[config.mk]
export PLATFORM = sky130hd
export DESIGN_NAME = regfile_fwd
export DESIGN_NICKNAME = d
export VERILOG_FILES = /design/src/rtl/regfile_fwd_pkg.sv /design/src/rtl/regfile_fwd_fwd_mux.sv /design/src/rtl/regfile_fwd.sv
export SDC_FILE = /design/constraint.sdc
export NUM_CORES = 2
export LEC_CHECK = 0
export BUFFER_PORTS_ARGS = -buffer_cell sky130_fd_sc_hd__buf_4
export CAP_MARGIN = 40
export CORE_MARGIN = 2
export CORE_UTILIZATION = 55
export CTS_CLUSTER_DIAMETER = 80
export CTS_CLUSTER_SIZE = 20
export DETAILED_ROUTE_END_ITERATION = 12
export HOLD_SLACK_MARGIN = 0.12
export PLACE_DENSITY = 0.72
export SYNTH_ARGS = -nofsm -noshare
export SYNTH_HDL_FRONTEND = slang
export SYNTH_SLANG_ARGS = --single-unit
[constraint.sdc]
create_clock -name clk -period 5.29 [get_ports clk]
set_input_delay 0.7935 -clock clk [delete_from_list [all_inputs] [get_ports clk]]
set_output_delay 0.7935 -clock clk [all_outputs]
set_load 0.02 [all_outputs]
[src/rtl/regfile_fwd_pkg.sv]
// Shared definitions for the register file with forwarding: bus widths,
// enable encodings and the read-source select used by the forwarding mux.
package regfile_fwd_pkg;

  localparam int DataW  = 32;
  localparam int AddrW  = 5;
  localparam int RegNum = 32;

  typedef logic [DataW-1:0] RegBus;
  typedef logic [AddrW-1:0] RegAddrBus;

  localparam logic      RstEnable    = 1'b1;
  localparam logic      WriteEnable  = 1'b1;
  localparam logic      WriteDisable = 1'b0;
  localparam logic      ReadEnable   = 1'b1;
  localparam logic      ReadDisable  = 1'b0;
  localparam RegBus     ZeroWord     = 32'h0000_0000;
  localparam RegAddrBus NOPRegAddr   = 5'b00000;

  // Which producer supplies a read port's data this cycle.
  typedef enum logic [2:0] {
    SRC_ZERO  = 3'd0,
    SRC_EX    = 3'd1,
    SRC_MEM   = 3'd2,
    SRC_WB    = 3'd3,
    SRC_ARRAY = 3'd4
  } fwd_src_e;

endpackage : regfile_fwd_pkg

[src/rtl/regfile_fwd_fwd_mux.sv]
// Per-port forwarding select: picks the youngest in-flight value for one read
// port and flags a load-use hazard when that value is an unfinished load.
module fwd_mux
  import regfile_fwd_pkg::*;
#(
  parameter int DATA_W = 32,
  parameter int ADDR_W = 5
) (
  input  logic              rst,
  input  logic              ren,
  input  logic [ADDR_W-1:0] raddr,
  input  logic              ex_we,
  input  logic [ADDR_W-1:0] ex_waddr,
  input  logic [DATA_W-1:0] ex_wdata,
  input  logic              ex_is_load,
  input  logic              mem_we,
  input  logic [ADDR_W-1:0] mem_waddr,
  input  logic [DATA_W-1:0] mem_wdata,
  input  logic              wb_we,
  input  logic [ADDR_W-1:0] wb_waddr,
  input  logic [DATA_W-1:0] wb_wdata,
  input  logic [DATA_W-1:0] array_word,
  output logic [DATA_W-1:0] rdata,
  output logic              hazard
);

  fwd_src_e sel_s;
  logic     raddr_zero_s;
  logic     ex_hit_s;
  logic     mem_hit_s;
  logic     wb_hit_s;

  assign raddr_zero_s = (raddr == {ADDR_W{1'b0}});
  assign ex_hit_s     = (ex_we == WriteEnable) && (ex_waddr == raddr);
  assign mem_hit_s    = (mem_we == WriteEnable) && (mem_waddr == raddr);
  assign wb_hit_s     = (wb_we == WriteEnable) && (wb_waddr == raddr);

  // Priority select: a pending load in EX is skipped so the port falls through.
  always_comb begin
    sel_s = SRC_ZERO;
    if (rst == RstEnable) begin
      sel_s = SRC_ZERO;
    end else if (ren == ReadDisable) begin
      sel_s = SRC_ZERO;
    end else if (raddr_zero_s) begin
      sel_s = SRC_ZERO;
    end else if (ex_hit_s && !ex_is_load) begin
      sel_s = SRC_EX;
    end else if (mem_hit_s) begin
      sel_s = SRC_MEM;
    end else if (wb_hit_s) begin
      sel_s = SRC_WB;
    end else begin
      sel_s = SRC_ARRAY;
    end
  end

  // Hazard only for an enabled, non-zero read matching a load still in EX.
  always_comb begin
    hazard = 1'b0;
    if (rst == RstEnable) begin
      hazard = 1'b0;
    end else if ((ren == ReadEnable) && !raddr_zero_s && ex_hit_s && ex_is_load) begin
      hazard = 1'b1;
    end else begin
      hazard = 1'b0;
    end
  end

  // Data steering for the selected source.
  always_comb begin
    rdata = {DATA_W{1'b0}};
    case (sel_s)
      SRC_ZERO:  rdata = {DATA_W{1'b0}};
      SRC_EX:    rdata = ex_wdata;
      SRC_MEM:   rdata = mem_wdata;
      SRC_WB:    rdata = wb_wdata;
      SRC_ARRAY: rdata = array_word;
      default:   rdata = {DATA_W{1'b0}};
    endcase
  end

endmodule : fwd_mux

[src/rtl/regfile_fwd.sv]
// 32x32 register file with EX/MEM forwarding, WB write-through, load-use
// stall request and a saturating stall-cycle counter.
module regfile_fwd
  import regfile_fwd_pkg::*;
#(
  parameter int DATA_W   = 32,
  parameter int ADDR_W   = 5,
  parameter int NUM_REGS = 32,
  parameter int CNT_W    = 32
) (
  input  logic              clk,
  input  logic              rst,
  input  logic              we,
  input  logic [ADDR_W-1:0] waddr,
  input  logic [DATA_W-1:0] wdata,
  input  logic              re1,
  input  logic [ADDR_W-1:0] raddr1,
  output logic [DATA_W-1:0] rdata1,
  input  logic              re2,
  input  logic [ADDR_W-1:0] raddr2,
  output logic [DATA_W-1:0] rdata2,
  input  logic              ex_we,
  input  logic [ADDR_W-1:0] ex_waddr,
  input  logic [DATA_W-1:0] ex_wdata,
  input  logic              ex_is_load,
  input  logic              mem_we,
  input  logic [ADDR_W-1:0] mem_waddr,
  input  logic [DATA_W-1:0] mem_wdata,
  output logic              stallreq,
  output logic [CNT_W-1:0]  stall_cnt
);

  logic [DATA_W-1:0] regs_r [NUM_REGS];
  logic [CNT_W-1:0]  stall_cnt_r;
  logic              hazard1_s;
  logic              hazard2_s;
  logic              cnt_full_s;

  // Register array; entry 0 is never written so it stays zero after reset.
  always_ff @(posedge clk) begin
    if (rst == RstEnable) begin
      for (int i = 0; i < NUM_REGS; i++) begin
        regs_r[i] <= {DATA_W{1'b0}};
      end
    end else if ((we == WriteEnable) && (waddr != {ADDR_W{1'b0}})) begin
      regs_r[waddr] <= wdata;
    end
  end

  fwd_mux #(.DATA_W(DATA_W), .ADDR_W(ADDR_W)) u_fwd1 (
    .rst        (rst),
    .ren        (re1),
    .raddr      (raddr1),
    .ex_we      (ex_we),
    .ex_waddr   (ex_waddr),
    .ex_wdata   (ex_wdata),
    .ex_is_load (ex_is_load),
    .mem_we     (mem_we),
    .mem_waddr  (mem_waddr),
    .mem_wdata  (mem_wdata),
    .wb_we      (we),
    .wb_waddr   (waddr),
    .wb_wdata   (wdata),
    .array_word (regs_r[raddr1]),
    .rdata      (rdata1),
    .hazard     (hazard1_s)
  );

  fwd_mux #(.DATA_W(DATA_W), .ADDR_W(ADDR_W)) u_fwd2 (
    .rst        (rst),
    .ren        (re2),
    .raddr      (raddr2),
    .ex_we      (ex_we),
    .ex_waddr   (ex_waddr),
    .ex_wdata   (ex_wdata),
    .ex_is_load (ex_is_load),
    .mem_we     (mem_we),
    .mem_waddr  (mem_waddr),
    .mem_wdata  (mem_wdata),
    .wb_we      (we),
    .wb_waddr   (waddr),
    .wb_wdata   (wdata),
    .array_word (regs_r[raddr2]),
    .rdata      (rdata2),
    .hazard     (hazard2_s)
  );

  assign stallreq   = hazard1_s | hazard2_s;
  assign cnt_full_s = (stall_cnt_r == {CNT_W{1'b1}});

  // Stall-cycle counter; holds at all-ones instead of wrapping.
  always_ff @(posedge clk) begin
    if (rst == RstEnable) begin
      stall_cnt_r <= {CNT_W{1'b0}};
    end else if (stallreq && !cnt_full_s) begin
      stall_cnt_r <= stall_cnt_r + {{(CNT_W-1){1'b0}}, 1'b1};
    end
  end

  assign stall_cnt = stall_cnt_r;

endmodule : regfile_fwd

### Word-level counts from Yosys, hierarchy flattened

Memories as Yosys holds them, arrays and structs flattened.
Index checks and enable logic that the tools add are counted.

* mux-type cells: 26
* bitwise logic cells: 1
* reductions and logical operators: 24
* eq/ne operators: 15
* add/sub/neg operators: 1

Operators by type and width (number)
* one-hot mux 32 bit (4 select lines): 2
* two-way mux 3 bit: 12
* adder 32 x 1 -> 32 bit (second input constant): 1
* == test 32 bit (second input constant): 1
* two-way mux 32 bit: 1
* OR reduction 32 bit: 1
* == test 5 bit: 6
* logical AND 1 bit: 16
* == test 3 x 2 -> 1 bit (second input constant): 4
* zero test 5 bit: 2
* two-way mux 1 bit: 10
* == test 3 x 1 -> 1 bit (second input constant): 2
* == test 3 bit (second input constant): 2
* two-way mux 5 bit: 1
* nonzero test 5 bit: 1
* zero test 1 bit: 4
* OR 1 bit: 1

* bits in registers: 32
* output and inout port bits: 97
* word-level logic and storage cells: 69
* bits of input ports: 129
* RAM bits: 1024
* memories kept: 1

Memory list
* regs_r: depth 32, width 32, read ports 2, clocked after memory_dff 0, wr ports 32, RTL line regfile_fwd.sv:33 `logic [DATA_W-1:0] regs_r [NUM_REGS];`

### Depth between registers and ports, before layout

* depth after elaboration: 10
* depth in mapped cells: 11
* gate-level depth less buffers: 7

### Hierarchy

Synthesis repeated with hierarchy kept, for this count alone.

* cells, all modules: 3867
* area total of the unflattened synthesis: 58791.4 µm²

Modules (own cells, without submodules)
* regfile_fwd: area each 55675.9 µm², cells each 3509, instances 1
* fwd_mux: area each 1557.7 µm², cells each 179, instances 2

### Least setup slack after synthesis

OpenSTA, ideal clock, no wires.

* kind: in2reg
* from: input waddr[2]
* to: memory regs_r[28][0], enable pin
* path buffers: 3
* path slack: 706 ps
* required time: 4824 ps
* stages on the path: 6
* arrival: 4118 ps
* cell sequence: clkbuf_1 -> or3_1 -> clkbuf_1 -> nand4bb_1 -> clkbuf_1 -> o21ai_0

RTL lines
* start: declaration: RTL line regfile_fwd.sv:14 `input logic [ADDR_W-1:0] waddr,`
* end: declaration: RTL line regfile_fwd.sv:33

### Worst setup path in the final report

* from: input raddr1[2]
* to: output rdata1[2]

* cells in the longest elaborated chain, start to end: 10

Ends and longest elaborated chain
* start: declaration: RTL line regfile_fwd.sv:17 `input logic [ADDR_W-1:0] raddr1,`
* == test 5 bit: RTL line regfile_fwd_fwd_mux.sv:36 `assign wb_hit_s = (wb_we == WriteEnable) && (wb_waddr == raddr);`
* logical AND 1 bit: RTL line regfile_fwd_fwd_mux.sv:36
* two-way mux 3 bit: RTL line regfile_fwd_fwd_mux.sv:51 `end else if (wb_hit_s) begin`
* two-way mux 3 bit: RTL line regfile_fwd_fwd_mux.sv:49 `end else if (mem_hit_s) begin`
* two-way mux 3 bit: RTL line regfile_fwd_fwd_mux.sv:47 `end else if (ex_hit_s && !ex_is_load) begin`
* two-way mux 3 bit: RTL line regfile_fwd_fwd_mux.sv:45 `end else if (raddr_zero_s) begin`
* two-way mux 3 bit: RTL line regfile_fwd_fwd_mux.sv:43 `end else if (ren == ReadDisable) begin`
* two-way mux 3 bit: RTL line regfile_fwd_fwd_mux.sv:41 `if (rst == RstEnable) begin`
* == test 3 bit, or another cell as far along: RTL line regfile_fwd_fwd_mux.sv:73 `case (sel_s)`
* one-hot mux 32 bit (4 select lines) *: RTL line regfile_fwd_fwd_mux.sv:73
* end: declaration: RTL line regfile_fwd.sv:18 `output logic [DATA_W-1:0] rdata1,`

Mark *: on every way between the ends. The rest lies on a longest branch, timed or not.

==> impl_metrics.tcl <==
set metrics [dict create \
    finalSetupTns_ps 0 \
    maxSlewHeadroom 0.263 \
    async_reset_ff_frac 0 \
    worst_path_max_delay_cell "a31oi_1" \
    hold_class "reg2reg" \
    maxCapViolations 0 \
    dr.pass1.iters 9 \
    htree_levels 3 \
    path_clk_slew_ps 80 \
    drv_slew 0 \
    finalCriticalPeriod_ps 4990 \
    grt_remaining_overflow 0 \
    drt-initial-drc-count 8284 \
    rsz0062_at_grt "false" \
    tritoncts "done" \
    root_buffer "clkbuf_16" \
    synth_seq_cells 1056 \
    synthCells 4504 \
    fin_total_pwr_uw 18000 \
    row_count 119 \
    timing.rr.end "stall_cnt[17]" \
    avgSynthCellArea_sq_um 13.0 \
    p_per_area_nw_per_um2 277 \
    die_h_microns 330 \
    cellLeakagePower_uw 0.0229 \
    synth_flop_cell "edfxtp_1" \
    initial_utilization 0.555 \
    fmax_mhz 200 \
    worst-path-max-fanout 42 \
    crit_path_start_kind "input pin" \
    core_area_sq_um 105000 \
    post-cts-setup-buffers 0 \
    yosys_warnings 0 \
    hold_viol 0 \
    hold_depth 2 \
    place_hpwl_microns 153000 \
    antenna_found_initial 14 \
    ctsResizeCount 0 \
    status "complete, no violations" \
    final_core_util 0.616 \
    yosysTopAreaCell "edfxtp_1" \
    critPathCaptureType "output pin" \
    num-nets-final 4730 \
    first_global_vias 42400 \
    synth_cell_types 69 \
    die_x_microns 330 \
    track_usage 0.423 \
    most-common-layout-cells "edfxtp_1 (1024), and2_1 (999), buf_4 (413), mux2i_1 (363), mux4_2 (311)" \
    viasPerCell 7.40 \
    endpoint "rdata1[2]" \
    port_buffers 225 \
    hold_buffers 0 \
    crit_chain "buf_8 > nor2_1 > a31oi_1 > nand2_1 > nor4b_4 > buf_4 > o21ai_0 > o21ai_0 > buf_4" \
    postRouteAntennaNets 0 \
    drive_gt1_frac 0.208 \
    finalCritPeriodShare 0.944 \
    synth_edf_count 1024 \
    cts_buffers 66 \
    wl_per_cell_microns 38.6 \
    synth_area_sq_um 58400 \
    drc_errors 0 \
    worstMarginPinSlew_ps 1100 \
    cts_sinks 1056 \
    worstSetupStartpoint "raddr1[2]" \
    grt_max_degree 82 \
    synth_area_leaders "edfxtp_1 (53%), mux4_2 (12%), and2_1 (11%), mux2i_1 (6.2%), a22oi_1 (3.1%)" \
    die_area_sq_um 109000 \
    layout_commonest_cell "edfxtp_1" \
    wl_microns 232000 \
    crit_type "in2out" \
    clockBufferDepth 3 \
    netlist.area_leader.share 0.526 \
    clock_latency_ps 690 \
    io_pins 226 \
    rr_worst_depth 5 \
    synth_seq_area_share 0.537 \
    arrival_ps 4200 \
    vias 44500 \
    place.gp.congestion 1.08 \
    setup_viol 0 \
    holdWs_ps 528 \
    syn_to_final_growth_pct 11.0 \
    cp.required_ps 4500 \
    grt_pass1_wl_microns 320000 \
    r2r_setup_slack_ps 2630 \
    cpPeakStageDelay_ps 790 \
    clock_skew_ps 7.46 \
    timing.rr.start "stall_cnt[10]" \
    peakVddDrop_uv 259 \
]
critical path: cells and delay by family:
family / cells / cell delay [ps]
buffers and inverters: 3 / 960
and+or+nand+nor: 3 / 930
AOI/OAI and AO/OA: 3 / 1470
where the power goes:
group / internal (uW) / switching, uW
logic: 979 / 1760
clock network: 2470 / 2920
registers: 9600 / 246
total: 13100 / 4940
sequential cells by signal, indices dropped and copies added, names as in the netlist:
name / cells
regs_r: 1024
stall_cnt: 32
routing by layer:
metal	track usage	routed length (microns)	vias up	part of all wire
li1	-	-	17300	-
met3	0.165	39100	819	0.17
met1	0.549	79000	22000	0.34
met4	0.250	17100	4	0.074
met2	0.604	96900	4345	0.42
met5	0.00739	130	-	0.00056
kinds of logic (layout without fill, tap and decap cells):
family	after synthesis	after routing	synth area share
xor gates and xnor gates	30	30	0.00450
muxes	685	685	0.184
adders and majority gates	1	1	0.000214
DFF	1056	1056	0.537
and+or+nand+nor	1608	1608	0.162
other	1	41	0.0000642
buffers and inverters	474	559	0.0339
AOI/OAI and AO/OA	649	649	0.0774
final cells by class:
type                            count  area [sq um]
Timing Repair Buffer              460          3980
Clock inverter                     13           133
Antenna cell                        9          22.5
Tap cell                         1391          1740
Fill cell                        8078         40400
Sequential cell                  1056         31400
Multi-Input combinational cell   3005         25700
Inverter                           11          42.5
Clock buffer                       75          1790
how the worst min path moves through the flow:
stage	start	to
after floorplan	stall_cnt[16]	stall_cnt[16]
after global placement	stall_cnt[13]	stall_cnt[13]
after detailed placement	stall_cnt[13]	stall_cnt[13]
after CTS	stall_cnt[13]	stall_cnt[13]
after global routing	stall_cnt[13]	stall_cnt[13]
final	stall_cnt[13]	stall_cnt[13]
cells in the mapped netlist, types with 10 or more instances:
master / number
clkbuf_1: 307
buf_2: 107
a21oi_1: 129
inv_1: 10
a31oi_1: 59
xnor2_1: 10
mux2_2: 11
buf_1: 31
a221o_1: 55
dfxtp_1: 32
a211oi_1: 37
xor2_1: 20
nand3_1: 125
nand2b_1: 10
nor2b_1: 55
nor4_1: 11
and2_1: 999
o21ai_0: 59
mux4_2: 311
nand2_1: 130
nor2_1: 89
a22oi_1: 244
a22o_1: 13
o31ai_1: 18
and3_1: 17
nand4_1: 99
buf_4: 15
or4_1: 20
edfxtp_1: 1024
mux2i_1: 363
and4_1: 10
metrics by stage:
stage,std cells,setup WS [ps],area [sq um]
floorplan,4535,706,58500
CTS,6010,630,64800
global placement,5909,632,62700
detailed placement,5922,632,62900
finish,6020,296,64800
global route,6011,352,64800
No activity file was read; power rests on OpenSTA's default activity.
